[src/rtl/weight_wr.sv]
// Packs 24-bit weight triples from four kernels into a little-endian 32-bit word
// stream per kernel, written in lock-step to four BRAMs that share one address.
module weight_wr #(
    parameter int MEM_DATA_WIDTH = 32,
    parameter int MEM_ADDR_WIDTH = 32,
    parameter int BIT_WIDTH      = 8,
    parameter int NUM_CHANNEL    = 3,
    parameter int NUM_KERNEL     = 4,
    parameter int REG_WIDTH      = 32
) (
    input  logic                      clk,
    input  logic                      rst,
    input  logic                      i_start,
    input  logic [MEM_ADDR_WIDTH-1:0] i_base_addr,
    input  logic [95:0]               i_dat,
    input  logic                      i_vld,
    output logic                      o_rdy,
    input  logic                      i_flush,
    output logic                      o_done,
    output logic [REG_WIDTH-1:0]      o_wcnt,
    output logic [MEM_ADDR_WIDTH-1:0] memx_addr,
    output logic                      memx_wren,
    output logic [MEM_DATA_WIDTH-1:0] mem0_idat,
    output logic [MEM_DATA_WIDTH-1:0] mem1_idat,
    output logic [MEM_DATA_WIDTH-1:0] mem2_idat,
    output logic [MEM_DATA_WIDTH-1:0] mem3_idat
);

    localparam int TRIPLE_W = NUM_CHANNEL * BIT_WIDTH;
    localparam int PAD_W    = MEM_DATA_WIDTH - TRIPLE_W;

    localparam logic [0:0] ST_RUN   = 1'b0;
    localparam logic [0:0] ST_FLUSH = 1'b1;

    localparam logic [REG_WIDTH-1:0]      WCNT_ONE = REG_WIDTH'(1);
    localparam logic [MEM_ADDR_WIDTH-1:0] ADDR_ONE = MEM_ADDR_WIDTH'(1);

    logic [0:0]                state;
    logic [1:0]                phase;
    logic [MEM_ADDR_WIDTH-1:0] addr;
    logic                      done_pend;
    logic [TRIPLE_W-1:0]       res      [NUM_KERNEL];
    logic [TRIPLE_W-1:0]       res_d    [NUM_KERNEL];
    logic [TRIPLE_W-1:0]       trip     [NUM_KERNEL];
    logic [MEM_DATA_WIDTH-1:0] word_d   [NUM_KERNEL];
    logic [MEM_DATA_WIDTH-1:0] word_q   [NUM_KERNEL];

    assign o_rdy     = (state == ST_RUN);
    assign mem0_idat = word_q[0];
    assign mem1_idat = word_q[1];
    assign mem2_idat = word_q[2];
    assign mem3_idat = word_q[3];

    // Residual bytes sit right-aligned in res with zero upper bytes, so a
    // flush simply zero-extends res into a word.
    always_comb begin
        for (int k = 0; k < NUM_KERNEL; k++) begin
            // NOTE: every comb output gets a default first so no path infers a latch.
            trip[k]   = i_dat[k*TRIPLE_W +: TRIPLE_W];
            word_d[k] = '0;
            res_d[k]  = trip[k];
            case (phase)
                2'd1: begin
                    word_d[k] = {trip[k][7:0], res[k][23:0]};
                    res_d[k]  = {8'h00, trip[k][23:8]};
                end
                2'd2: begin
                    word_d[k] = {trip[k][15:0], res[k][15:0]};
                    res_d[k]  = {16'h0000, trip[k][23:16]};
                end
                2'd3: begin
                    word_d[k] = {trip[k][23:0], res[k][7:0]};
                    res_d[k]  = '0;
                end
                default: ;
            endcase
        end
    end

    always_ff @(posedge clk or posedge rst) begin
        if (rst) begin
            // NOTE: the residual and data arrays are a handful of flops, not a RAM, so they are reset.
            state     <= ST_RUN;
            phase     <= 2'd0;
            addr      <= '0;
            done_pend <= 1'b0;
            o_done    <= 1'b0;
            o_wcnt    <= '0;
            memx_addr <= '0;
            memx_wren <= 1'b0;
            for (int k = 0; k < NUM_KERNEL; k++) begin
                res[k]    <= '0;
                word_q[k] <= '0;
            end
        end else begin
            // NOTE: all state uses non-blocking assignment so every branch sees pre-edge values.
            memx_wren <= 1'b0;
            done_pend <= 1'b0;
            o_done    <= done_pend;
            if (i_start) begin
                state  <= ST_RUN;
                phase  <= 2'd0;
                addr   <= i_base_addr;
                o_wcnt <= '0;
                o_done <= 1'b0;
                for (int k = 0; k < NUM_KERNEL; k++) res[k] <= '0;
            end else if (state == ST_RUN) begin
                if (i_vld) begin
                    phase <= phase + 2'd1;
                    for (int k = 0; k < NUM_KERNEL; k++) res[k] <= res_d[k];
                    if (phase != 2'd0) begin
                        for (int k = 0; k < NUM_KERNEL; k++) word_q[k] <= word_d[k];
                        memx_wren <= 1'b1;
                        memx_addr <= addr;
                        addr      <= addr + ADDR_ONE;
                        o_wcnt    <= o_wcnt + WCNT_ONE;
                    end
                end
                if (i_flush) state <= ST_FLUSH;
            end else begin
                // Flush: emit the partial word if any bytes are pending.
                if (phase != 2'd0) begin
                    for (int k = 0; k < NUM_KERNEL; k++) word_q[k] <= {{PAD_W{1'b0}}, res[k]};
                    memx_wren <= 1'b1;
                    memx_addr <= addr;
                    addr      <= addr + ADDR_ONE;
                    o_wcnt    <= o_wcnt + WCNT_ONE;
                end
                phase     <= 2'd0;
                state     <= ST_RUN;
                done_pend <= 1'b1;
                for (int k = 0; k < NUM_KERNEL; k++) res[k] <= '0;
            end
        end
    end

endmodule

[config.mk]
export PLATFORM = sky130hd
export DESIGN_NAME = weight_wr
export DESIGN_NICKNAME = d
export VERILOG_FILES = /design/src/rtl/weight_wr.sv
export SDC_FILE = /design/constraint.sdc
export NUM_CORES = 1
export LEC_CHECK = 0
export CAP_MARGIN = 20
export CORE_MARGIN = 2
export CORE_UTILIZATION = 57
export CTS_BUF_LIST = sky130_fd_sc_hd__clkbuf_8
export DETAILED_ROUTE_END_ITERATION = 8
export GPL_ROUTABILITY_DRIVEN = 0
export PLACE_DENSITY = 0.88
export SYNTH_ARGS = -nofsm -noshare
export SYNTH_HDL_FRONTEND = slang
export SYNTH_SLANG_ARGS = --single-unit
[constraint.sdc]
create_clock -name clk -period 27.2 [get_ports clk]
set_clock_uncertainty 0.15 [all_clocks]
set_input_delay 4.08 -clock clk [delete_from_list [all_inputs] [get_ports clk]]
set_output_delay 4.08 -clock clk [all_outputs]
set_load 0.02 [all_outputs]
== After elaboration in Yosys (flattened, before gate mapping) ==
Cells that the tools add are included.

* Output and inout bits: 195
* Flip-flop bits (word level): 326

* Mux-type cells: 39
* Bitwise operators: 2
* Add/subtract/negate cells: 3
* Eq/ne operators: 3
* Reduce and logical (&&, ||, !) cells: 5

{| class="wikitable"
|+ Operator list
! cell !! count
|-
| 2-to-1 mux 128 bit || 4
|-
| case mux 32 bit (3 select lines) || 4
|-
| 2-to-1 mux 32 bit || 11
|-
| 2-to-1 mux 96 bit || 3
|-
| case mux 24 bit (3 select lines) || 4
|-
| adder 32 x 1 -> 32 bit (second input constant) || 2
|-
| 2-to-1 mux 1 bit || 10
|-
| 2-to-1 mux 2 bit || 3
|-
| == test 2 bit (second input constant) || 2
|-
| nonzero test 2 bit || 2
|-
| AND reduction 3 bit || 1
|-
| nonzero test 3 bit || 1
|-
| adder 2 x 1 -> 2 bit (second input constant) || 1
|-
| == test 2 x 1 -> 1 bit (second input constant) || 1
|-
| NOT 1 bit || 2
|-
| AND reduction 2 bit || 1
|}

== Longest topological paths before layout ==
* Word-level depth: 5
* Gate-level depth with buffers: 10
* Gate-level depth less buffers: 7

== Worst setup path before layout ==
Ideal clock, no wire load.

* Kind: input -> register
* Start: input i_vld
* End: register addr[25]
* Slack: 21.316 ns
* Stages: 6
* Data arrival time: 5.652 ns
* Library setup time: 0.082 ns
* Required time: 26.968 ns
* Path buffers: 2
* Cells stage by stage: clkbuf_1 -> o21bai_4 -> or4_1 -> buf_2 -> or4_1 -> a31oi_1

* Word-level cells in the longest chain between the ends: 1

{| class="wikitable"
|+ Ends and longest elaborated chain
! what !! RTL line !! RTL
|-
| start, declared || 16 || <nowiki>input logic i_vld,</nowiki>
|-
| nonzero test 3 bit (no source line) || -- ||
|-
| end signal, assigned || 103 || <nowiki>addr <= i_base_addr;</nowiki>
|-
| end signal, assigned || 115 || <nowiki>addr <= addr + ADDR_ONE;</nowiki>
|-
| end signal, assigned || 126 || <nowiki>addr <= addr + ADDR_ONE;</nowiki>
|-
| end, declared || 40 || <nowiki>logic [MEM_ADDR_WIDTH-1:0] addr;</nowiki>
|}

Every way passes these cells.
A chain may end at the register's enable or synchronous reset.

== Worst setup path in the final report ==
* Start: input i_start
* End: register word_q, in the netlist mem0_idat[10]

* Word-level cells in the longest chain between the ends: 2

{| class="wikitable"
|+ Ends and longest elaborated chain
! what !! RTL line !! RTL
|-
| start, declared || 13 || <nowiki>input logic i_start,</nowiki>
|-
| NOT 1 bit (no source line) || -- ||
|-
| AND reduction 3 bit (no source line) || -- ||
|-
| end signal, assigned by index || 93 || <nowiki>word_q[k] <= '0;</nowiki>
|-
| end, declared || 46 || <nowiki>logic [MEM_DATA_WIDTH-1:0] word_q [NUM_KERNEL];</nowiki>
|}

Every way passes these cells.

==> flow_summary.yaml <==
run_status:
  status: "finished, final reports clean"
sta:
  maxSlewHeadroom_pct: 22.0
  period_share_pct: 30.4
  rsz0062_at_grt: "false"
  hold_slack_ns: 0.315
  setup_ws_ns: 18.94
  max_freq_ghz: 0.121
  finalHoldViolations: 0
  finalSetupViolCount: 0
  tightest_slew_ns: 1.17
  finalCriticalPeriod_ns: 8.26
  finalMaxSlewViolations: 0
  fin_tns_setup_ns: 0
setup_path:
  startpoint_type: "primary input"
  crit_required_ns: 27.48
  crit_top_cell: "buf_4"
  reg2reg_slack_ns: 23.19
  worstPathMaxFanout: 91
  critPathKind: "primary input to flop"
  cp_num_buf_inv: 5
  worstRegToRegCells: 7
  cp_top_family: "buffers and inverters"
  cp.arrival_ns: 8.53
  cp_cell_sequence: "buf_2 > buf_4 > clkinv_1 > nand2_4 > buf_4 > buf_4 > o21ai_0"
  cp_slowest_cell: "clkinv_1"
  r2r-start: "phase[0]$_DFFE_PP0P_"
  worstReg2RegEnd: "mem0_idat[10]$_DFFE_PP0P_"
  cp-end-kind: "flop"
  max_stage_delay_ns: 1.01
  cp.depth: 7
floorplan:
  core-area_um2: 26800
  ios: 328
  die-area_um2: 28500
  chipWidth_um: 169
  chipHeight_um: 169
  row_count: 60
  start_util_pct: 57.8
routing:
  first_pass_iters: 9
  drt_iter0_drc: 1981
  routed_via_density: 6.56
  drt_wl_total_um: 50900
  wl_per_cell_um: 22.5
  drc_errors: 0
  vias: 14800
  drtAntennaViolNets: 0
min_path:
  min_from: "done_pend$_DFF_PP0_"
  whs_path_depth: 1
  holdCritPathClass: "flop to flop"
  min_to: "o_done$_DFF_PP0_"
final_layout:
  drive_gt1_share_pct: 6.19
  final_area_um2: 19900
  fin_cells: 2263
  area_growth_pct: 28.4
  post-route-util_pct: 74.2
  nets: 2020
logic_synthesis:
  synthesis.nets: 1769
  syn_area_um2: 15500
  ys_seq_area_share_pct: 52.7
  avgSynthCellArea_um2: 9.50
  synth_cells: 1630
  synth_seq_cells: 326
  synth-edff-count: 0
  synth.distinct_cells: 50
  synth_top_flop_cell: "dfrtp_1"
  yosys_warnings: 0
  async_flop_share_pct: 100
run:
  max-cap-violations: 0
power_and_ir_drop:
  power_mw: 1.30
  ir_drop_mv: 0.0329
  powerDensity_nw_per_um2: 65.2
  p_leak_nw: 8.48
global_route:
  grtUsageMet1_pct: 45.4
  grt.overflow.total: 0
  antenna_found_initial: 2
  first_global_vias: 14400
  use_met2_pct: 57.0
  grt_pass1_wl_um: 79300
  grt.total_usage_pct: 35.1
  busiest_layer: "met2"
  grt_use_met3_pct: 8.09
  grt_start_max_net_pins: 186
placed_design:
  hpwl_um: 31900
  post-place-cells: 2168
  dpl_worst_slack_ns: 18.44
  dpl-instance-area_um2: 18800
  numPortBuffers: 327
clock_tree:
  clk-insertion-delay-late_ns: 0.59
  cts_buffer_depth: 3
  clk_pin_slew_ns: 0.07
  htree_levels: 2
  post_cts_buffers: 0
  cts_buffers: 52
  cts_tree: "done"
  clock-sinks: 326
  cts-resized-gates: 0
  clock-root-buffer: "clkbuf_8"
  hold_buffers: 0
sequential cells by signal, indices dropped and copies added, names as in the netlist:
signal	count
phase	2
memx_wren	1
state	1
mem1_idat	32
mem3_idat	32
memx_addr	32
res	96
o_wcnt	32
mem2_idat	32
mem0_idat	32
o_done	1
addr	32
done_pend	1
Yosys cell counts, types with 2 or more instances:
library cell,n,area (um2)
a211oi_1,32,240
a21o_1,2,15.0
a21oi_1,84,420
a221oi_1,14,123
a222oi_1,32,320
a22o_1,63,552
a22oi_1,83,623
a2bb2oi_1,18,158
a31oi_1,15,93.8
and2_1,4,25.0
and3_1,37,231
and4_1,2,17.5
buf_1,19,71.3
buf_2,6,30.0
clkbuf_1,120,450
clkinv_1,2,7.51
dfrtp_1,326,8160
ha_1,6,75.1
inv_1,17,63.8
mux2_2,6,67.6
mux2i_1,34,340
nand2_1,231,867
nand3_1,22,110
nand4_1,20,125
nor2_1,162,608
nor2b_1,6,37.5
nor3_1,8,40.0
nor4_1,11,68.8
o21ai_0,144,721
o31ai_1,21,158
o41ai_1,2,17.5
or2_2,5,31.3
or3_1,14,87.6
or4_1,25,188
or4_4,2,22.5
xnor2_1,13,114
xor2_1,9,78.8
cell families after synthesis:
kind of cell	count (synthesis)	share of synthesized area, %
multiplexers	40	2.63
AO/OA/AOI/OAI	515	22.6
adder cells (fa/ha/maj)	6	0.485
buffers and inverters	166	4.12
XOR/XNOR	22	1.24
AND/OR/NAND/NOR	555	16.3
flip-flops	326	52.7
how the worst max path moves through the flow:
stage / startpoint / end / slack, ns
floorplan: rst / addr[0]$_DFFE_PP0P_ / 13.94
global placement: i_start / mem0_idat[14]$_DFFE_PP0P_ / 18.60
detailed placement: i_start / mem0_idat[10]$_DFFE_PP0P_ / 18.44
CTS: i_start / mem0_idat[10]$_DFFE_PP0P_ / 19.04
global route: i_start / mem0_idat[8]$_DFFE_PP0P_ / 18.64
finish: i_start / mem0_idat[10]$_DFFE_PP0P_ / 18.94
report_power, final:
| part | internal, mW | switching, mW | total [mW] | leakage, nW |
|---|---|---|---|---|
| Sequential | 0.537 | 0.0383 | 0.575 | 4.34 |
| Clock | 0.225 | 0.196 | 0.422 | 0.615 |
| Combinational | 0.126 | 0.174 | 0.300 | 3.53 |
cell type report:
| type | count | area (um2) |
|---|---|---|
| multi-input cells | 1138 | 6770 |
| well taps | 341 | 427 |
| inverters | 20 | 82.6 |
| flip-flops and latches | 326 | 8160 |
| clock buffers | 69 | 950 |
| fillers | 1895 | 6910 |
| diodes | 1 | 2.50 |
| repair buffers | 343 | 3400 |
| clock inverters | 25 | 105 |
worst register-to-register path, cell delays in order, from the launching register on:
cell,delay (ns)
dfrtp_1,0.45
inv_1,0.19
ha_4,0.15
o21ba_1,0.40
nand2_4,0.59
buf_4,0.78
buf_4,0.82
o21ai_0,0.30
layer usage:
metal	vias to the layer above	routed length [um]
li1	6450	-
met1	7207	18800
met2	1032	24300
met3	158	5690
met4	2	2130
met5	-	13
cells in the final DEF, fill, tap and decap left out, drive strengths merged, types with 32 or more instances in the layout:
cell,count
dfrtp,326
clkdlybuf4s50,325
nand2,231
nor2,162
o21ai,144
a21oi,84
a22oi,83
clkbuf,69
a22o,63
inv,38
and3,37
mux2i,34
a222oi,32
a211oi,32
Power figures use the tool's default switching activity.
